**src/rtl/imem_loader.sv**
```systemverilog
// Instruction-memory boot loader. Takes a framed byte stream
// (0xA5 sync, 16-bit little-endian word count, little-endian words,
// 8-bit additive checksum), writes each word into instruction memory,
// and releases the core reset only when the image checks out.
module imem_loader #(
    parameter int ADDR_W    = 10,
    parameter int MAX_WORDS = 1024
) (
    input  logic              clk,
    input  logic              rst,
    input  logic              rx_valid,
    input  logic [7:0]        rx_data,
    output logic              rx_ready,
    output logic              imem_we,
    output logic [ADDR_W-1:0] imem_addr,
    output logic [31:0]       imem_wdata,
    output logic              core_rst,
    input  logic              start,
    output logic              load_done,
    output logic              load_error
);

    typedef enum logic [2:0] {
        IDLE, LEN0, LEN1, DATA, CSUM, DONE, ERROR
    } state_t;

    // Word counter is one bit wider than the 16-bit length so a full
    // 65535-word compare never wraps.
    localparam int CNT_W = 17;
    localparam logic [CNT_W-1:0] MAX_W = CNT_W'(MAX_WORDS);

    state_t           state;
    logic [1:0]       byteCnt;
    logic [CNT_W-1:0] wordCnt;
    logic [15:0]      len;
    logic [7:0]       sum;
    logic [23:0]      wordBuf;

    logic             accept;
    logic [15:0]      lenNext;

    assign accept  = rx_valid & rx_ready;
    assign lenNext = {rx_data, len[7:0]};

    // Status outputs decode straight from the state register, so
    // core_rst and load_done rise on the very edge that enters DONE.
    assign rx_ready   = (state != DONE) && (state != ERROR);
    assign core_rst   = (state == DONE);
    assign load_done  = (state == DONE);
    assign load_error = (state == ERROR);

    // Frame parser, word assembler, memory write port and checksum.
    always_ff @(posedge clk or negedge rst) begin
        if (!rst) begin
            state      <= IDLE;
            byteCnt    <= '0;
            wordCnt    <= '0;
            len        <= '0;
            sum        <= '0;
            wordBuf    <= '0;
            imem_we    <= 1'b0;
            imem_addr  <= '0;
            imem_wdata <= '0;
        end else begin
            imem_we <= 1'b0;
            case (state)
                IDLE: begin
                    if (accept && rx_data == 8'hA5) state <= LEN0;
                end
                LEN0: begin
                    if (accept) begin
                        len[7:0] <= rx_data;
                        state    <= LEN1;
                    end
                end
                LEN1: begin
                    if (accept) begin
                        len[15:8] <= rx_data;
                        if ({1'b0, lenNext} > MAX_W) state <= ERROR;
                        else if (lenNext == 16'd0)   state <= CSUM;
                        else                         state <= DATA;
                    end
                end
                DATA: begin
                    if (accept) begin
                        sum     <= sum + rx_data;
                        byteCnt <= byteCnt + 2'd1;
                        case (byteCnt)
                            2'd0: wordBuf[7:0]   <= rx_data;
                            2'd1: wordBuf[15:8]  <= rx_data;
                            2'd2: wordBuf[23:16] <= rx_data;
                            2'd3: begin
                                imem_we    <= 1'b1;
                                imem_addr  <= ADDR_W'(wordCnt);
                                imem_wdata <= {rx_data, wordBuf};
                                wordCnt    <= wordCnt + 1'b1;
                                if (wordCnt + 1'b1 == {1'b0, len}) state <= CSUM;
                            end
                        endcase
                    end
                end
                CSUM: begin
                    if (accept) state <= (rx_data == sum) ? DONE : ERROR;
                end
                DONE, ERROR: begin
                    if (start) begin
                        state   <= IDLE;
                        byteCnt <= '0;
                        wordCnt <= '0;
                        len     <= '0;
                        sum     <= '0;
                        wordBuf <= '0;
                    end
                end
                default: state <= IDLE;
            endcase
        end
    end

endmodule

```
**config.mk**
```make
export PLATFORM = sky130hd
export DESIGN_NAME = imem_loader
export DESIGN_NICKNAME = d
export VERILOG_FILES = /design/src/rtl/imem_loader.sv
export SDC_FILE = /design/constraint.sdc
export NUM_CORES = 1
export LEC_CHECK = 0
export BUFFER_PORTS_ARGS = -buffer_cell sky130_fd_sc_hd__buf_2
export CAP_MARGIN = 40
export CORE_ASPECT_RATIO = 0.8
export CORE_MARGIN = 1
export CORE_UTILIZATION = 59
export CTS_BUF_LIST = sky130_fd_sc_hd__clkbuf_16
export DETAILED_ROUTE_END_ITERATION = 7
export GPL_ROUTABILITY_DRIVEN = 1
export MAX_ROUTING_LAYER = met4
export PLACE_DENSITY = 0.87
export SKIP_CTS_REPAIR_TIMING = 1
export SLEW_MARGIN = 30
export SYNTH_ARGS = -nofsm -noshare
export SYNTH_HDL_FRONTEND = slang
export SYNTH_SLANG_ARGS = --single-unit
export TNS_END_PERCENT = 5
```
**constraint.sdc**
```tcl
create_clock -name clk -period 2.7 [get_ports clk]
set_input_delay 0.27 -clock clk [delete_from_list [all_inputs] [get_ports clk]]
set_output_delay 0.27 -clock clk [all_outputs]
set_load 0.02 [all_outputs]
```
==> reports/results.md, run 1 <==
| Metric | Reported |
| --- | --- |
| Top FF cell, synth | sky130_fd_sc_hd__dfrtp_1 |
| Number of warnings printed during yosys synthesis | 0 |
| IR Drop Worst-Case VDD | 0.810 mV |
| Total vias in the final route | 4696 |
| Y dimension of the die | 88.2 um |
| Clk slew on worst S/H paths | 0.05 ns |
| Overall overflow remaining after global route | 0 |
| Count of clock tree sinks | 113 |
| Antenna Violating Nets Remaining | 0 |
| Number of antenna violations at the first check in global routing | 0 |
| GRT Total Usage | 32.3% |
| Max Transition Viols Final | 0 |
| Crit path required time | 2.98 ns |
| Site Rows | 31 |
| Portion of the clock cycle consumed by the worst path in the final layout | 94.1% |
| Pre-CTS setup slack | 0.191 ns |
| Layout cells sized above 1 | 16.6% |
| First-pass GRT wire length | 22300 um |
| Initial cell density of the core | 60.6% |
| Highest cell delay on the worst timing path | 0.47 ns |
| Power per Cell Area | 1120 nW/um^2 |
| Post-Layout Cell Count | 779 |
| Pin count of the biggest net entering global routing | 65 |
| HP Start | rx_data[6] |
| Final #Nets | 676 |
| Sequence of cells on the critical path | ha_1, nand3_1, xnor2_1, o31a_2, o31ai_1, a22oi_1, o31ai_2, a31oi_1 |
| TritonCTS clock tree | done |
| Clock latency of the later-clocked register in the worst-skew pair | 0.42 ns |
| Sequential area share after synthesis | 51.6% |
| Cell chosen for the clock root | sky130_fd_sc_hd__clkbuf_16 |
| Critical path's top delay family | compound AO/OA/AOI/OAI gates |
| Hpwl dp | 9100 um |
| Final min period | 2.54 ns |
| X dimension of the die | 110 um |
| Setup Total Neg Slack | 0 ns |
| Static leakage | 3.30 nW |
| Antenna diode count | 0 |
| Transition time at the pin with the least slew margin | 0.820 ns |
| Worst setup startpoint | wordCnt[1] |
| Count of input and output buffers | 58 |
| RR Startpoint | wordCnt[1] |
| Detail-routed net length per standard cell | 18.0 um |
| Hold violation count in the final report | 0 |
| Number of setup violations in the final report | 0 |
| First-iteration detailed-routing DRC count | 375 |
| Worst slew slack as a fraction of its limit | 45.3% |
| Worst path setup slack after routing | 0.160 ns |
| FMAX | 0.394 GHz |
| Slowest-stage cell, CP | sky130_fd_sc_hd__dfrtp_1 |
| Setup repair after global routing missed its margin | no |
| Maximum buffer depth of the clock tree | 2 |
| Class of the most critical hold timing path | in -> reg |
| Drt via density | 6.03 |
| Status | finished, final reports clean |
| Synthesized Nets | 618 |
| Synthesized flop and latch total | 113 |
| Highest fanout seen on the critical path | 6 |
| Core footprint | 9040 um^2 |
| Vias in the first global route | 4410 |
| First-pass iteration count of the detailed router | 6 |
| Placed insts | 746 |
| Total Wirelength | 14000 um |
| Crit path DAT | 2.82 ns |
| Num CTS Buffers | 17 |
| Layout Skew | 0.00698 ns |
| Placer's final routability congestion estimate | 0.921 |
| Critical Path End Type | flip-flop |
| Count of flip-flops with a built-in enable after synthesis | 0 |
| Post-synth ARST share | 100% |
| Syn Inst Count | 593 |
| Final total power | 7.18 mW |
| Total number of H-tree levels | 4 |
| Post-route worst hold slack | 0.161 ns |
| Number of buffers and inverters on the critical path | 0 |
| Max cap viols | 0 |
| Crit path launch type | flip-flop |
| Die ar. | 9670 um^2 |
| Mean area per synthesized cell | 9.24 um^2 |
| Critical path start-end classification | reg -> reg |
| Area added between synthesis and finish | 17.4% |
| Cell variety after synth | 54 |
| Remaining DRCs | 0 |
| Total I/O pin count | 59 |
| Post-synth design cell area | 5480 um^2 |
synthesized netlist by cell type (5+ instances only):
library cell / number / area share (%)
sky130_fd_sc_hd__a21o_1: 6 / 0.82
sky130_fd_sc_hd__a21oi_1: 12 / 1.1
sky130_fd_sc_hd__a22o_1: 23 / 3.7
sky130_fd_sc_hd__and2_1: 5 / 0.57
sky130_fd_sc_hd__buf_2: 5 / 0.46
sky130_fd_sc_hd__clkbuf_1: 21 / 1.4
sky130_fd_sc_hd__dfrtp_1: 113 / 52
sky130_fd_sc_hd__ha_1: 12 / 2.7
sky130_fd_sc_hd__inv_1: 8 / 0.55
sky130_fd_sc_hd__nand2_1: 177 / 12
sky130_fd_sc_hd__nand3_1: 8 / 0.73
sky130_fd_sc_hd__nand4_1: 7 / 0.80
sky130_fd_sc_hd__nor2_1: 20 / 1.4
sky130_fd_sc_hd__nor2b_1: 8 / 0.91
sky130_fd_sc_hd__nor3_1: 8 / 0.73
sky130_fd_sc_hd__nor4_1: 5 / 0.57
sky130_fd_sc_hd__o21ai_0: 60 / 5.5
sky130_fd_sc_hd__o21ai_1: 6 / 0.55
sky130_fd_sc_hd__o31ai_1: 10 / 1.4
sky130_fd_sc_hd__xnor2_1: 15 / 2.4
sky130_fd_sc_hd__xor2_1: 10 / 1.6
metrics by stage:
step | area, um^2 | utilization (%)
finish | 6430 | 71.1
global route | 6430 | 71.1
CTS | 6410 | 71.0
detailed placement | 5860 | 64.8
global placement | 5850 | 64.7
floorplan | 5480 | -
power by group:
group / total (mW) / leakage, nW / internal [mW] / switching, mW
sequential: 2.75 / 1.49 / 2.27 / 0.481
combinational: 2.31 / 1.53 / 0.904 / 1.41
clock: 2.11 / 0.277 / 1.33 / 0.785
total: 7.18 / 3.30 / 4.50 / 2.67
sequential cells by signal, indices dropped and copies added (netlist names):
signal,flops
byteCnt,2
imem_addr,10
imem_wdata,32
imem_we,1
len,16
state,3
sum,8
wordBuf,24
wordCnt,17
layout make-up:
class                           count  area, um^2
Clock inverter                     15         128
Tap cell                          115         144
Clock buffer                       17         425
Inverter                            8        30.0
Fill cell                         651        2610
Multi-Input combinational cell    439        2460
Sequential cell                   113        2830
Timing Repair Buffer               72         410
worst min-delay path: stages:
cell and delay [ns]:
sky130_fd_sc_hd__buf_2 0.15, sky130_fd_sc_hd__nand2_1 0.07, sky130_fd_sc_hd__nand2_1 0.04
cells by family after synthesis:
group | count (synthesis) | share of synthesized area (%)
and+or+nand+nor | 260 | 21.0
adders and majority gates | 13 | 3.11
buffers and inverters | 41 | 3.54
AOI/OAI and AO/OA | 140 | 16.5
muxes | 1 | 0.206
DFF | 113 | 51.6
xor gates and xnor gates | 25 | 4.00
layer usage:
| metal | up-vias | track usage, % | share of wire, % |
|---|---|---|---|
| met4 | 0 | 10.8 | 1.6 |
| met3 | 29 | 8.78 | 7.8 |
| met5 | - | - | 0 |
| li1 | 2161 | - | - |
| met2 | 228 | 46.4 | 45 |
| met1 | 2278 | 44.3 | 45 |
layout by cell type, fill, tap and decap left out, drive strengths merged, types with 8 or more instances in the layout:
cell type	Yosys	layout
dfrtp	113	113
nand3	8	8
xnor2	15	15
nand2	177	177
inv	8	10
a22o	23	23
nor2	20	20
nor2b	8	8
clkinv	0	9
o21ai	66	66
a21oi	12	12
o31ai	11	11
nor3	8	8
nand4	8	8
buf	12	71
ha	12	12
xor2	10	10
clkbuf	21	17
final timing paths:
path | endpoint | slack, ns | cells past startpoint
max | state[0] | 0.16 | 8
min | imem_wdata[30] | 0.16 | 3
max reg2reg | state[0] | 0.16 | 8
min reg2reg | imem_wdata[8] | 0.47 | 2
max in group asynchronous | wordCnt[0] | 1.49 | 3
min in group asynchronous | imem_wdata[9] | 0.44 | 2
No activity file was read; power rests on OpenSTA's default activity.
==> run 2: changes to the inputs <==
Settings changed: MAX_ROUTING_LAYER met4 to unset.
==> reports/results.md, run 2 (synthesis gave the netlist of run 1 again) <==
| Metric | Reported | vs previous |
| --- | --- | --- |
| Crit path required time | 2.97 ns | about the same |
| Total vias in the final route | 4658 | -0.81% |
| Antenna Violating Nets Remaining | 0 | unchanged |
| Combined area of the multi-input logic cells | 2470 um^2 | +0.56% |
| Status | finished, final reports clean |  |
| Post-Layout Cell Count | 778 | -0.13% |
| Worst setup startpoint | wordCnt[1] |  |
| Placer's final routability congestion estimate | 0.922 | about the same |
| Register area | 2830 um^2 | about the same |
| Layout Skew | 0.00680 ns | -0.000184 ns |
| Hold violation count in the final report | 0 | unchanged |
| Setup slack of the worst register-to-register path | 0.15 ns | about the same |
| Total I/O pin count | 59 | unchanged |
| Transition time at the pin with the least slew margin | 0.773 ns | -0.0468 ns |
| Final-layout fill cell count | 627 | -3.7% |
| Total number of H-tree levels | 4 | unchanged |
| RR Startpoint | wordCnt[1] |  |
| Met3 routed WL | 1000 um | -7.7% |
| NetSw | 2.69 mW | +0.43% |
| Power share of the sequential group | 37.3% | -1.1 points |
| Cells on worst reg2reg path | 8 | unchanged |
| Maximum buffer depth of the clock tree | 2 | unchanged |
| Placed standard-cell area | 5870 um^2 | +0.19% |
| Overall overflow remaining after global route | 0 | unchanged |
| Number of setup violations in the final report | 0 | unchanged |
| Site Rows | 31 | unchanged |
| Most frequent cells in the layout | sky130_fd_sc_hd__nand2_1 (176), sky130_fd_sc_hd__dfrtp_1 (113), sky130_fd_sc_hd__o21ai_0 (60) |  |
| Final total power | 7.30 mW | +1.7% |
| Count of input and output buffers | 58 | unchanged |
| Class of the most critical hold timing path | in -> reg |  |
| Hpwl dp | 8730 um | -4.1% |
| Placed insts | 745 | -0.13% |
| Top metal layer carrying routed signals | met4 |  |
| Die ar. | 9670 um^2 | unchanged |
| Number of flip-flops under the largest register name | 32 | unchanged |
| First-iteration detailed-routing DRC count | 453 | +21% |
| Remaining DRCs | 0 | unchanged |
| Final min period | 2.55 ns | +0.0124 ns |
| X dimension of the die | 110 um | unchanged |
| Num CTS Buffers | 17 | unchanged |
| Cell area after layout | 6490 um^2 | +0.93% |
| Max cap viols | 0 | unchanged |
| Vias in the first global route | 4427 | +0.39% |
| Drt via density | 5.99 | -0.68% |
| Final #Nets | 675 | -0.15% |
| Clock network fraction of design power | 30.8% | +1.4 points |
| GRT Total Usage | 30.9% | -1.4 points |
| Clk slew on worst S/H paths | 0.06 ns | about the same |
| Max Transition Viols Final | 0 | unchanged |
| Combinational fraction of design power | 32.0% | -0.2 points |
| Total Wirelength | 13700 um | -1.9% |
| Count of clock tree sinks | 113 | unchanged |
| Clock latency of the later-clocked register in the worst-skew pair | 0.41 ns | about the same |
| Critical Path Sink | state[1] |  |
| TritonCTS clock tree | done |  |
| Static leakage | 3.29 nW | about the same |
| Critical Path End Type | flip-flop |  |
| Layout cells sized above 1 | 17.2% | +0.63 points |
| FMAX | 0.392 GHz | -0.49% |
| Critical path start-end classification | reg -> reg |  |
| Core footprint | 9040 um^2 | unchanged |
| Switching share of total power | 36.8% | -0.48 points |
| Area added between synthesis and finish | 18.5% |  |
| Antenna diode count | 0 | unchanged |
| Leading registers by flop count | imem_wdata (32), wordBuf (24), wordCnt (17) |  |
| Cell chosen for the clock root | sky130_fd_sc_hd__clkbuf_16 |  |
| Portion of the clock cycle consumed by the worst path in the final layout | 94.6% | +0.46 points |
| Pin count of the biggest net entering global routing | 65 | unchanged |
| Internal | 4.62 mW | +2.5% |
| Number of antenna violations at the first check in global routing | 0 | unchanged |
| Routed met2 length | 6310 um | -0.54% |
| Power per Cell Area | 1130 nW/um^2 | +0.79% |
| Crit path DAT | 2.82 ns | about the same |
| IR Drop Worst-Case VDD | 0.741 mV | -8.5% |
| First-pass GRT wire length | 22400 um | +0.18% |
| Crit path launch type | flip-flop |  |
| Y dimension of the die | 88.2 um | unchanged |
| Detail-routed net length per standard cell | 17.6 um | -1.7% |
| Reg-to-reg critical path endpoint | state[1] |  |
| Routed length on met1 | 6180 um | -2.3% |
| Worst slew slack as a fraction of its limit | 48.5% | +3.1 points |
| Register ranked first by flip-flop count | imem_wdata |  |
| First-pass iteration count of the detailed router | 6 | unchanged |
| Most common library cell in the layout ignoring fill and taps | sky130_fd_sc_hd__nand2_1 |  |
| Initial cell density of the core | 60.6% | unchanged |
| Highest fanout seen on the critical path | 7 | +1 |
[run 2: worst min path at each step]
stage | startpoint | cells past startpoint | end
final | rx_data[3] | 3 | imem_wdata[27]
after global routing | rx_data[3] | 3 | imem_wdata[27]
after CTS | rst | 1 | imem_wdata[13]
after detailed placement | rst | 1 | imem_wdata[13]
after global placement | rst | 1 | imem_wdata[9]
after floorplan | rst | 0 | byteCnt[0]
[run 2: per-layer routing]
layer	vias to the layer above	global-route usage, %
li1	2170	-
met1	2242	44.1
met2	216	46.5
met3	30	8.11
met4	0	9.70
met5	-	0
[run 2: worst max-delay path, cell delays in order (launching register included)]
cell                        delay [ns]
sky130_fd_sc_hd__dfrtp_1          0.48
sky130_fd_sc_hd__ha_2             0.28
sky130_fd_sc_hd__nand3_1          0.20
sky130_fd_sc_hd__nor2_4           0.23
sky130_fd_sc_hd__and4_1           0.34
sky130_fd_sc_hd__xnor2_1          0.19
sky130_fd_sc_hd__o2111ai_1        0.20
sky130_fd_sc_hd__o31ai_2          0.36
sky130_fd_sc_hd__nand3_1          0.12
[run 2: stage by stage]
stage	setup slack, ns	utilization (%)	hold WS, ns	setup TNS [ns]
3_3_place_gp	0.287	64.8	0.335	0
5_1_grt	-0.0103	71.8	0.156	-0.0103
2_1_floorplan	0.472	-	-0.0256	0
3_5_place_dp	0.151	65.0	0.344	0
6_report	0.147	71.8	0.156	0
4_1_cts	0.0764	71.5	-0.0922	0
[run 2: layout make-up]
type / count / share of cell area [%]
multi-input combinational: 439 / 38.1
tap: 115 / 2.22
clock inverter: 15 / 2.58
inverter: 8 / 0.463
clock buffer: 17 / 6.56
timing repair buffer: 71 / 6.44
sequential: 113 / 43.6
[run 2: power by group through the flow]
stage                     Combinational (mW)  Sequential (mW)  Clock, mW
after floorplan                         1.39             2.85          0
after global placement                  2.14             2.68          0
after detailed placement                2.26             2.71          0
after CTS                               2.32             2.70       2.26
after global routing                    2.57             2.79       2.34
final                                   2.34             2.72       2.25
==> run 3: changes to the inputs <==
Settings changed: CORE_UTILIZATION 59 to 28, PLACE_DENSITY 0.87 to 0.51.
==> reports/results.md, run 3 (synthesis gave the netlist of run 1 again) <==
| Metric | Reported | vs previous |
| --- | --- | --- |
| Crit path depth | 9 | +1 |
| First-pass iteration count of the detailed router | 5 | -1 |
| Leading registers by flop count | imem_wdata (32), wordBuf (24), wordCnt (17) |  |
| Detail-routed net length per standard cell | 15.7 um | -11% |
| Switching share of total power | 37.1% | +0.31 points |
| X dimension of the die | 158 um | +44% |
| Sequence of cells on the critical path | ha_2, nand3_1, buf_4, o31ai_1, o2111ai_1, nor4_1, o2111ai_1, o31ai_2, a31oi_1 |  |
| Layout Skew | 0.0117 ns | +0.00489 ns |
| Status | finished, final reports clean |  |
| Antenna Violating Nets Remaining | 0 | unchanged |
| Site Rows | 45 | +45% |
| Most common library cell in the layout ignoring fill and taps | sky130_fd_sc_hd__nand2_1 |  |
| Area added between synthesis and finish | 22.2% |  |
| Total vias in the final route | 4500 | -3.4% |
| Critical path start-end classification | reg -> reg |  |
| Hold Path Depth | 3 | unchanged |
| Placer's final routability congestion estimate | 0.903 | -2.1% |
| Power share of the sequential group | 37.5% | +0.2 points |
| Cells on worst reg2reg path | 9 | +1 |
| Total number of H-tree levels | 4 | unchanged |
| Hpwl dp | 10400 um | +19% |
| Most frequent cells in the layout | sky130_fd_sc_hd__nand2_1 (176), sky130_fd_sc_hd__dfrtp_1 (113), sky130_fd_sc_hd__o21ai_0 (60) |  |
| Combinational fraction of design power | 31.6% | -0.4 points |
| Worst slew slack as a fraction of its limit | 50.8% | +2.3 points |
| Final #Nets | 683 | +1.2% |
| Maximum buffer depth of the clock tree | 2 | unchanged |
| Crit path launch type | flip-flop |  |
| IR Drop Worst-Case VDD | 0.463 mV | -38% |
| Cell repeated most along the worst path | sky130_fd_sc_hd__o2111ai_1 |  |
| Placed standard-cell area | 6090 um^2 | +3.8% |
| Power per Cell Area | 1080 nW/um^2 | -3.9% |
| Crit path DAT | 2.73 ns | -0.09 ns |
| Max Transition Viols Final | 0 | unchanged |
| Highest fanout seen on the critical path | 6 | -1 |
| Vias in the first global route | 4484 | +1.3% |
| Crit path required time | 2.97 ns | about the same |
| Number of setup violations in the final report | 0 | unchanged |
| Combined area of the multi-input logic cells | 2470 um^2 | -0.35% |
| NetSw | 2.69 mW | about the same |
| Clock latency of the later-clocked register in the worst-skew pair | 0.42 ns | about the same |
| FMAX | 0.408 GHz | +4.1% |
| Clk slew on worst S/H paths | 0.06 ns | about the same |
| Overall overflow remaining after global route | 0 | unchanged |
| Number of antenna violations at the first check in global routing | 0 | unchanged |
| Initial cell density of the core | 28.7% | -32 points |
| Transition time at the pin with the least slew margin | 0.738 ns | -0.0350 ns |
| Internal | 4.56 mW | -1.3% |
| Hold violation count in the final report | 0 | unchanged |
| Total Wirelength | 14600 um | +6.2% |
| Setup repair after global routing missed its margin | no |  |
| Critical path's top delay family | compound AO/OA/AOI/OAI gates |  |
| Cell chosen for the clock root | sky130_fd_sc_hd__clkbuf_16 |  |
| Portion of the clock cycle consumed by the worst path in the final layout | 90.9% | -3.7 points |
| Max cap viols | 0 | unchanged |
| Register ranked first by flip-flop count | imem_wdata |  |
| Count of input and output buffers | 58 | unchanged |
| Antenna diode count | 0 | unchanged |
| TritonCTS clock tree | done |  |
| Final min period | 2.45 ns | -0.0997 ns |
| Number of flip-flops under the largest register name | 32 | unchanged |
| Remaining DRCs | 0 | unchanged |
| Critical Path End Type | flip-flop |  |
| Final-layout fill cell count | 1944 | +210% |
| Number of buffers and inverters on the critical path | 1 | +1 |
| Die ar. | 20100 um^2 | +110% |
| Clock network fraction of design power | 30.8% | about the same |
| Cell area after layout | 6690 um^2 | +3.2% |
| Post-route worst hold slack | 0.174 ns | +0.0186 ns |
| Setup Total Neg Slack | 0 ns | unchanged |
| Highest cell delay on the worst timing path | 0.46 ns | -0.02 ns |
| Total I/O pin count | 59 | unchanged |
| Slowest-stage cell, CP | sky130_fd_sc_hd__dfrtp_1 |  |
| Count of clock tree sinks | 113 | unchanged |
| Core footprint | 19100 um^2 | +110% |
| Static leakage | 3.32 nW | +0.84% |
| Pin count of the biggest net entering global routing | 106 | +63% |
| Num CTS Buffers | 17 | unchanged |
| Class of the most critical hold timing path | in -> reg |  |
| GRT Total Usage | 15.7% | -15 points |
| Layout cells sized above 1 | 18.3% | +1.1 points |
| Register area | 2830 um^2 | unchanged |
| Drt via density | 4.84 | -19% |
| Y dimension of the die | 127 um | +44% |
| First-iteration detailed-routing DRC count | 316 | -30% |
| First-pass GRT wire length | 23900 um | +6.7% |
## run 3: cell types whose count changed in the layout (fill, tap and decap cells not counted), sizes merged
cell / delta
buf: +8
clkinvlp: +1
inv: +4
clkinv: -4
bufinv: -1
## run 3: worst min-delay path: stages
cell                      delay (ns)
sky130_fd_sc_hd__buf_2          0.16
sky130_fd_sc_hd__nand2_1        0.07
sky130_fd_sc_hd__nand2_1        0.04
## run 3: layout make-up
class / count / area share, %
clock buffers: 17 / 6.36
clock inverters: 15 / 2.37
inverters: 8 / 0.449
multi-input cells: 439 / 36.8
flip-flops and latches: 113 / 42.2
well taps: 258 / 4.82
repair buffers: 79 / 6.92
## run 3: metal layers
| metal | share of wire (%) | track usage (%) | wire length, um |
|---|---|---|---|
| met3 | 4.9 | 3.87 | 715 |
| met1 | 51 | 22.6 | 7490 |
| met5 | 0 | 0 | 0 |
| met2 | 42 | 21.7 | 6080 |
| met4 | 2.0 | 7.24 | 285 |
## run 3: path summary, 6_finish.rpt
check / startpoint / to / slack (ns)
setup / recovery: wordCnt[1] / state[0] / 0.25
max in group asynchronous: rst / imem_addr[8] / 1.69
min in group asynchronous: rst / imem_wdata[26] / 0.23
hold / removal: rx_data[4] / imem_wdata[28] / 0.17
setup reg to reg: wordCnt[1] / state[0] / 0.25
hold reg to reg: wordBuf[23] / imem_wdata[23] / 0.46
## run 3: metrics by stage
| step | std cells | util [%] | total power [mW] | setup WS, ns |
|---|---|---|---|---|
| final | 929 | 35.1 | 7.24 | 0.247 |
| after global routing | 929 | 35.1 | 7.73 | 0.0169 |
| after CTS | 928 | 35.0 | 7.29 | 0.195 |
| after detailed placement | 896 | 31.9 | 5.04 | 0.214 |
| after global placement | 893 | 31.8 | 4.95 | 0.329 |
| after floorplan | 593 | - | 4.24 | 0.472 |
## run 3: power by group through the flow
stage | combinational [mW] | clock [mW] | sequential (mW)
5_1_grt | 2.58 | 2.36 | 2.80
6_report | 2.29 | 2.23 | 2.72
4_1_cts | 2.31 | 2.26 | 2.72
3_5_place_dp | 2.30 | 0 | 2.74
2_1_floorplan | 1.39 | 0 | 2.85
3_3_place_gp | 2.22 | 0 | 2.73
